==> config.mk <==
export PLATFORM = sky130hd
export DESIGN_NAME = btb_update_ctrl
export DESIGN_NICKNAME = d
export VERILOG_FILES = /design/src/rtl/btb_update_ctrl.sv
export SDC_FILE = /design/constraint.sdc
export NUM_CORES = 1
export LEC_CHECK = 0
export BUFFER_PORTS_ARGS = -buffer_cell sky130_fd_sc_hd__buf_4
export CAP_MARGIN = 20
export CORE_UTILIZATION = 25
export CTS_BUF_LIST = sky130_fd_sc_hd__clkbuf_8
export DETAILED_ROUTE_END_ITERATION = 8
export PLACE_DENSITY = 0.44
export SYNTH_ARGS = -nofsm -noshare
export SYNTH_HDL_FRONTEND = slang
export SYNTH_SLANG_ARGS = --single-unit
==> constraint.sdc <==
create_clock -name clk -period 27.5 [get_ports clk]
set_input_delay 1.375 -clock clk [delete_from_list [all_inputs] [get_ports clk]]
set_output_delay 1.375 -clock clk [all_outputs]
set_load 0.01 [all_outputs]
==> src/rtl/btb_update_ctrl.sv <==
// BTB update controller: BHT prediction in IF, branch resolution in EX,
// registered BTB write commands, fetch redirect and performance counters.
module btb_update_ctrl (
  input  logic        clk,
  input  logic        rst,
  input  logic [31:0] if_pc,
  input  logic        if_btb_hit,
  input  logic [31:0] if_btb_target,
  input  logic        stall,
  input  logic        flush,
  input  logic        ex_is_br,
  input  logic        ex_taken,
  input  logic [31:0] ex_target,
  output logic        if_pred_taken,
  output logic [1:0]  web,
  output logic [31:0] waddr,
  output logic [31:0] wr_data,
  output logic        mispredict,
  output logic [31:0] redirect_pc,
  output logic [31:0] br_cnt,
  output logic [31:0] mispred_cnt
);

  localparam logic [1:0] WEB_NONE = 2'b00;
  localparam logic [1:0] WEB_UPD  = 2'b01;
  localparam logic [1:0] WEB_ADD  = 2'b10;
  localparam logic [1:0] WEB_INV  = 2'b11;
  localparam logic [1:0] CNT_RST  = 2'b01;

  logic [1:0]  r_bht [64];

  logic        r_id_v;
  logic [31:0] r_id_pc;
  logic        r_id_hit;
  logic [31:0] r_id_tgt;
  logic        r_id_pred;

  logic        r_ex_v;
  logic [31:0] r_ex_pc;
  logic        r_ex_hit;
  logic [31:0] r_ex_tgt;
  logic        r_ex_pred;

  logic [1:0]  r_web;
  logic [31:0] r_waddr;
  logic [31:0] r_wr_data;
  logic        r_mispredict;
  logic [31:0] r_redirect_pc;
  logic [31:0] r_br_cnt;
  logic [31:0] r_mispred_cnt;

  logic        w_pred;
  logic [5:0]  w_ex_idx;
  logic        w_resolve;
  logic [1:0]  w_bht_cur;
  logic [1:0]  w_bht_new;
  logic        w_tgt_diff;
  logic        w_mis;
  logic [1:0]  w_web;
  logic [31:0] w_redirect;

  // Reads the registered table, so a same-cycle update is not visible here.
  assign w_pred    = if_btb_hit & r_bht[if_pc[7:2]][1];
  assign w_ex_idx  = r_ex_pc[7:2];
  assign w_resolve = r_ex_v & ex_is_br & ~stall;
  assign w_bht_cur = r_bht[w_ex_idx];
  assign w_tgt_diff = ex_target != r_ex_tgt;
  assign w_mis = (r_ex_pred ^ ex_taken)
               | (r_ex_pred & ex_taken & w_tgt_diff);
  assign w_redirect = ex_taken ? ex_target : r_ex_pc + 32'd4;

  always_comb begin
    w_bht_new = w_bht_cur;
    if (ex_taken && w_bht_cur != 2'b11)
      w_bht_new = w_bht_cur + 2'd1;
    else if (!ex_taken && w_bht_cur != 2'b00)
      w_bht_new = w_bht_cur - 2'd1;
  end

  always_comb begin
    w_web = WEB_NONE;
    unique case (1'b1)
      ex_taken & ~r_ex_hit:              w_web = WEB_ADD;
      ex_taken & r_ex_hit & w_tgt_diff:  w_web = WEB_UPD;
      ~ex_taken & r_ex_hit
        & (w_bht_new == 2'b00):          w_web = WEB_INV;
      default:                           w_web = WEB_NONE;
    endcase
  end

  always_ff @(posedge clk or posedge rst) begin
    if (rst) begin
      for (int i = 0; i < 64; i++)
        r_bht[i] <= CNT_RST;
    end else if (w_resolve) begin
      r_bht[w_ex_idx] <= w_bht_new;
    end
  end

  // Flush drops both stages but still latches the IF payload into ID.
  always_ff @(posedge clk or posedge rst) begin
    if (rst) begin
      r_id_v    <= 1'b0;
      r_id_pc   <= '0;
      r_id_hit  <= 1'b0;
      r_id_tgt  <= '0;
      r_id_pred <= 1'b0;
      r_ex_v    <= 1'b0;
      r_ex_pc   <= '0;
      r_ex_hit  <= 1'b0;
      r_ex_tgt  <= '0;
      r_ex_pred <= 1'b0;
    end else if (flush) begin
      r_id_v    <= 1'b0;
      r_ex_v    <= 1'b0;
      r_id_pc   <= if_pc;
      r_id_hit  <= if_btb_hit;
      r_id_tgt  <= if_btb_target;
      r_id_pred <= w_pred;
    end else if (!stall) begin
      r_ex_v    <= r_id_v;
      r_ex_pc   <= r_id_pc;
      r_ex_hit  <= r_id_hit;
      r_ex_tgt  <= r_id_tgt;
      r_ex_pred <= r_id_pred;
      r_id_v    <= 1'b1;
      r_id_pc   <= if_pc;
      r_id_hit  <= if_btb_hit;
      r_id_tgt  <= if_btb_target;
      r_id_pred <= w_pred;
    end
  end

  always_ff @(posedge clk or posedge rst) begin
    if (rst) begin
      r_web         <= WEB_NONE;
      r_waddr       <= '0;
      r_wr_data     <= '0;
      r_mispredict  <= 1'b0;
      r_redirect_pc <= '0;
      r_br_cnt      <= '0;
      r_mispred_cnt <= '0;
    end else begin
      r_web         <= WEB_NONE;
      r_waddr       <= '0;
      r_wr_data     <= '0;
      r_mispredict  <= 1'b0;
      r_redirect_pc <= '0;
      if (w_resolve) begin
        r_br_cnt <= r_br_cnt + 32'd1;
        r_web    <= w_web;
        if (w_web != WEB_NONE)
          r_waddr <= r_ex_pc;
        if (w_web == WEB_ADD || w_web == WEB_UPD)
          r_wr_data <= ex_target;
        if (w_mis) begin
          r_mispredict  <= 1'b1;
          r_redirect_pc <= w_redirect;
          r_mispred_cnt <= r_mispred_cnt + 32'd1;
        end
      end
    end
  end

  assign if_pred_taken = w_pred;
  assign web           = r_web;
  assign waddr         = r_waddr;
  assign wr_data       = r_wr_data;
  assign mispredict    = r_mispredict;
  assign redirect_pc   = r_redirect_pc;
  assign br_cnt        = r_br_cnt;
  assign mispred_cnt   = r_mispred_cnt;

endmodule
==> results.py <==
metrics = {
    "finish": {
        "drive_gt1_frac": 0.422,
        "area_growth_pct": 23.4,
        "final_nets": 1873,
        "final_util": 0.314,
        "fin_area_mm2": 0.0235,
    },
    "global_route": {
        "grt_pass1_wl_um": 89400,
        "grt_overflow": 0,
        "antenna_found_initial": 9,
        "grt-busiest-layer": "met2",
        "grt_max_degree": 165,
        "grt_util_met3": 0.0358,
        "grt_use_met1": 0.202,
        "grt_util_met2": 0.251,
        "grt_pass1_vias": 13400,
        "grtUsageTotal": 0.155,
    },
    "cts": {
        "cts_made_buffers": 76,
        "h-tree-depth": 3,
        "hold_buffers": 0,
        "clk_pin_slew_ns": 0.06,
        "ctsResizeCount": 0,
        "clock_sinks": 425,
        "postCtsSetupBuffers": 0,
        "clk_latency_ns": 0.67,
        "cts_tree": "done",
        "clockBufferDepth": 3,
        "clock-root-buffer": "clkbuf_8",
    },
    "yosys": {
        "syn_area_per_cell_um2": 12.8,
        "synth-main-ff-cell": "dfrtp_1",
        "synth_nets": 1602,
        "ys_seq_area_frac": 0.562,
        "synth.area.top_cells": "dfrtp_1 47%, mux2_2 16%, dfstp_2 8.8%, mux4_2 4.0%, xnor2_1 3.9%",
        "syn-cell-area_mm2": 0.0191,
        "synth-seq-cells": 425,
        "synth_edf_count": 0,
        "synthCells": 1492,
        "synth_cell_types": 57,
        "yosysTopAreaCellShare": 0.474,
        "synth_xor_area_frac": 0.0560,
        "synth.largest_area_cell": "dfrtp_1",
        "synth_compound_area_frac": 0.0284,
        "synthArstFlopShare": 1.00,
        "yosysWarnings": 0,
        "synth_top_family_by_area": "multiplexers",
        "synth-simple-area-share": 0.114,
        "synth_fa_ha_area_frac": 0.00459,
        "synthMuxAreaShare": 0.211,
    },
    "sta": {
        "timing.fmax_ghz": 0.204,
        "setup_viol": 0,
        "tightestPinTransition_ns": 1.16,
        "hold_viol": 0,
        "finalWorstSetupSlack_ns": 22.59,
        "fin_skew_ns": 0.0334,
        "rsz0062_at_grt": "false",
        "slew_violations": 0,
        "max-slew-margin-rel": 0.226,
        "min_period_over_period": 0.179,
        "finalSetupTns_ns": 0,
        "fin_crit_ns": 4.91,
    },
    "worst_setup_path": {
        "endpoint_kind": "register",
        "critPathLaunchType": "register",
        "crit_arrival_ns": 5.50,
        "path_class": "reg -> reg",
        "cp_max_fo": 32,
        "worstPathRequired_ns": 28.09,
    },
    "detailed_routing": {
        "drt-initial-drc-count": 650,
        "firstDrtPassIters": 5,
        "antenna_left": 0,
        "drc": 0,
        "via_per_inst": 4.57,
        "vias": 12700,
        "wl_per_cell_um": 21.4,
        "wirelength_um": 59800,
    },
    "run": {
        "cap_violations": 0,
    },
    "die": {
        "num_rows": 100,
        "dieArea_mm2": 0.0774,
        "die_x_um": 278,
        "core_mm2": 0.0749,
        "dieHeight_um": 278,
        "ioPinCount": 267,
        "start_util": 0.254,
    },
    "place": {
        "place_hpwl_um": 41500,
        "gp_congestion": 0.813,
        "place_area_mm2": 0.0221,
        "pre_cts_slack_ns": 22.59,
        "port_buffers": 266,
    },
    "power": {
        "total_power_mw": 1.47,
        "leakagePower_nw": 10.8,
        "power_density_mw_per_mm2": 62.3,
        "peakVddDrop_mv": 0.0204,
    },
    "status": {
        "status": "finished clean",
    },
    "hold_path": {
        "hold_path.class": "reg -> reg",
    },
}
[area by class of cell]
cell class | count | area [um2]
Antenna cell | 1 | 2.50
Tap cell | 969 | 1210
Fill cell | 7590 | 51400
Inverter | 11 | 48.8
Multi-Input combinational cell | 969 | 7970
Clock buffer | 93 | 1280
Sequential cell | 425 | 10700
Timing Repair Buffer | 280 | 2120
Clock inverter | 42 | 186
[synthesized netlist by cell type, types with 9 or more instances]
cell type and instances:
dfrtp_1 361, and3_1 61, dfstp_2 64, xor2_1 37, mux4_2 34, clkbuf_1 52, nor3_1 11, xnor2_1 85
buf_2 17, a21oi_1 39, buf_1 9, o21ai_0 13, inv_1 11, mux2i_1 22, and4_1 14, nand2_1 94
mux2_2 269, and2_1 39, nand4_1 23, nand3_1 39, nor2_1 112
[flip-flops by register name (all words and copies together) (netlist names), 2 cells and up]
signal / flops
web: 2
r_id_pc: 32
br_cnt: 32
mispred_cnt: 32
r_ex_tgt: 32
waddr: 32
r_bht: 128
r_id_tgt: 32
redirect_pc: 32
wr_data: 32
r_ex_pc: 32
[cells in the final DEF (no fill, tap or decap), types with 39 or more instances in the layout]
cell,count
nor2_1,110
clkbuf_8,93
dfrtp_1,360
nand2_1,94
mux2_2,269
buf_4,278
and3_1,61
nand3_1,39
and2_1,39
xnor2_1,85
a21oi_1,39
dfstp_2,64
inv_1,42
[path summary, 6_finish.rpt]
| path | start | to | slack (ns) | depth (start not counted) |
|---|---|---|---|---|
| worst max-delay path | r_ex_pc[4] | wr_data[16] | 22.59 | 12 |
| min in group asynchronous | rst | r_bht[49] | 0.91 | 2 |
| max in group asynchronous | rst | r_ex_pc[24] | 24.20 | 4 |
| worst max register to register | r_ex_pc[4] | wr_data[16] | 22.59 | 12 |
| worst min-delay path | mispred_cnt[31] | mispred_cnt[31] | 0.48 | 1 |
| worst min register to register | mispred_cnt[31] | mispred_cnt[31] | 0.48 | 1 |
[routing by layer]
metal,vias up,wire length [um]
li1,5797,-
met1,6486,26400
met2,341,28500
met3,102,3270
met4,16,1520
met5,-,91
[power breakdown]
part           internal, mW  switching [mW]  total [mW]
combinational        0.0789           0.110       0.189
clock                 0.305           0.270       0.575
sequential            0.664          0.0390       0.703
total                  1.05           0.419        1.47
[cell families after synthesis]
kind of cell	count (synthesis)
xor+xnor	122
flops	425
simple gates	429
compound gates	85
fa+ha+maj	7
buf+inv	98
mux	326
[through the flow]
step	hold WS [ns]	cells
2_1_floorplan	0.446	1492
3_3_place_gp	0.465	2653
3_5_place_dp	0.466	2654
4_1_cts	0.478	2789
5_1_grt	0.508	2790
6_report	0.478	2790
[critical path: stages (launching register included)]
cell and delay, ns:
dfrtp_2 0.75, buf_4 0.43, mux2_2 0.39, a32o_1 0.20
a221oi_1 0.24, o221a_2 0.23, nand4_1 0.28, ha_1 0.35
mux2i_1 0.35, xor2_4 0.13, o21a_1 0.21, ha_1 0.94
and3_1 0.29
Note: power is estimated with default switching activity, not from simulation.
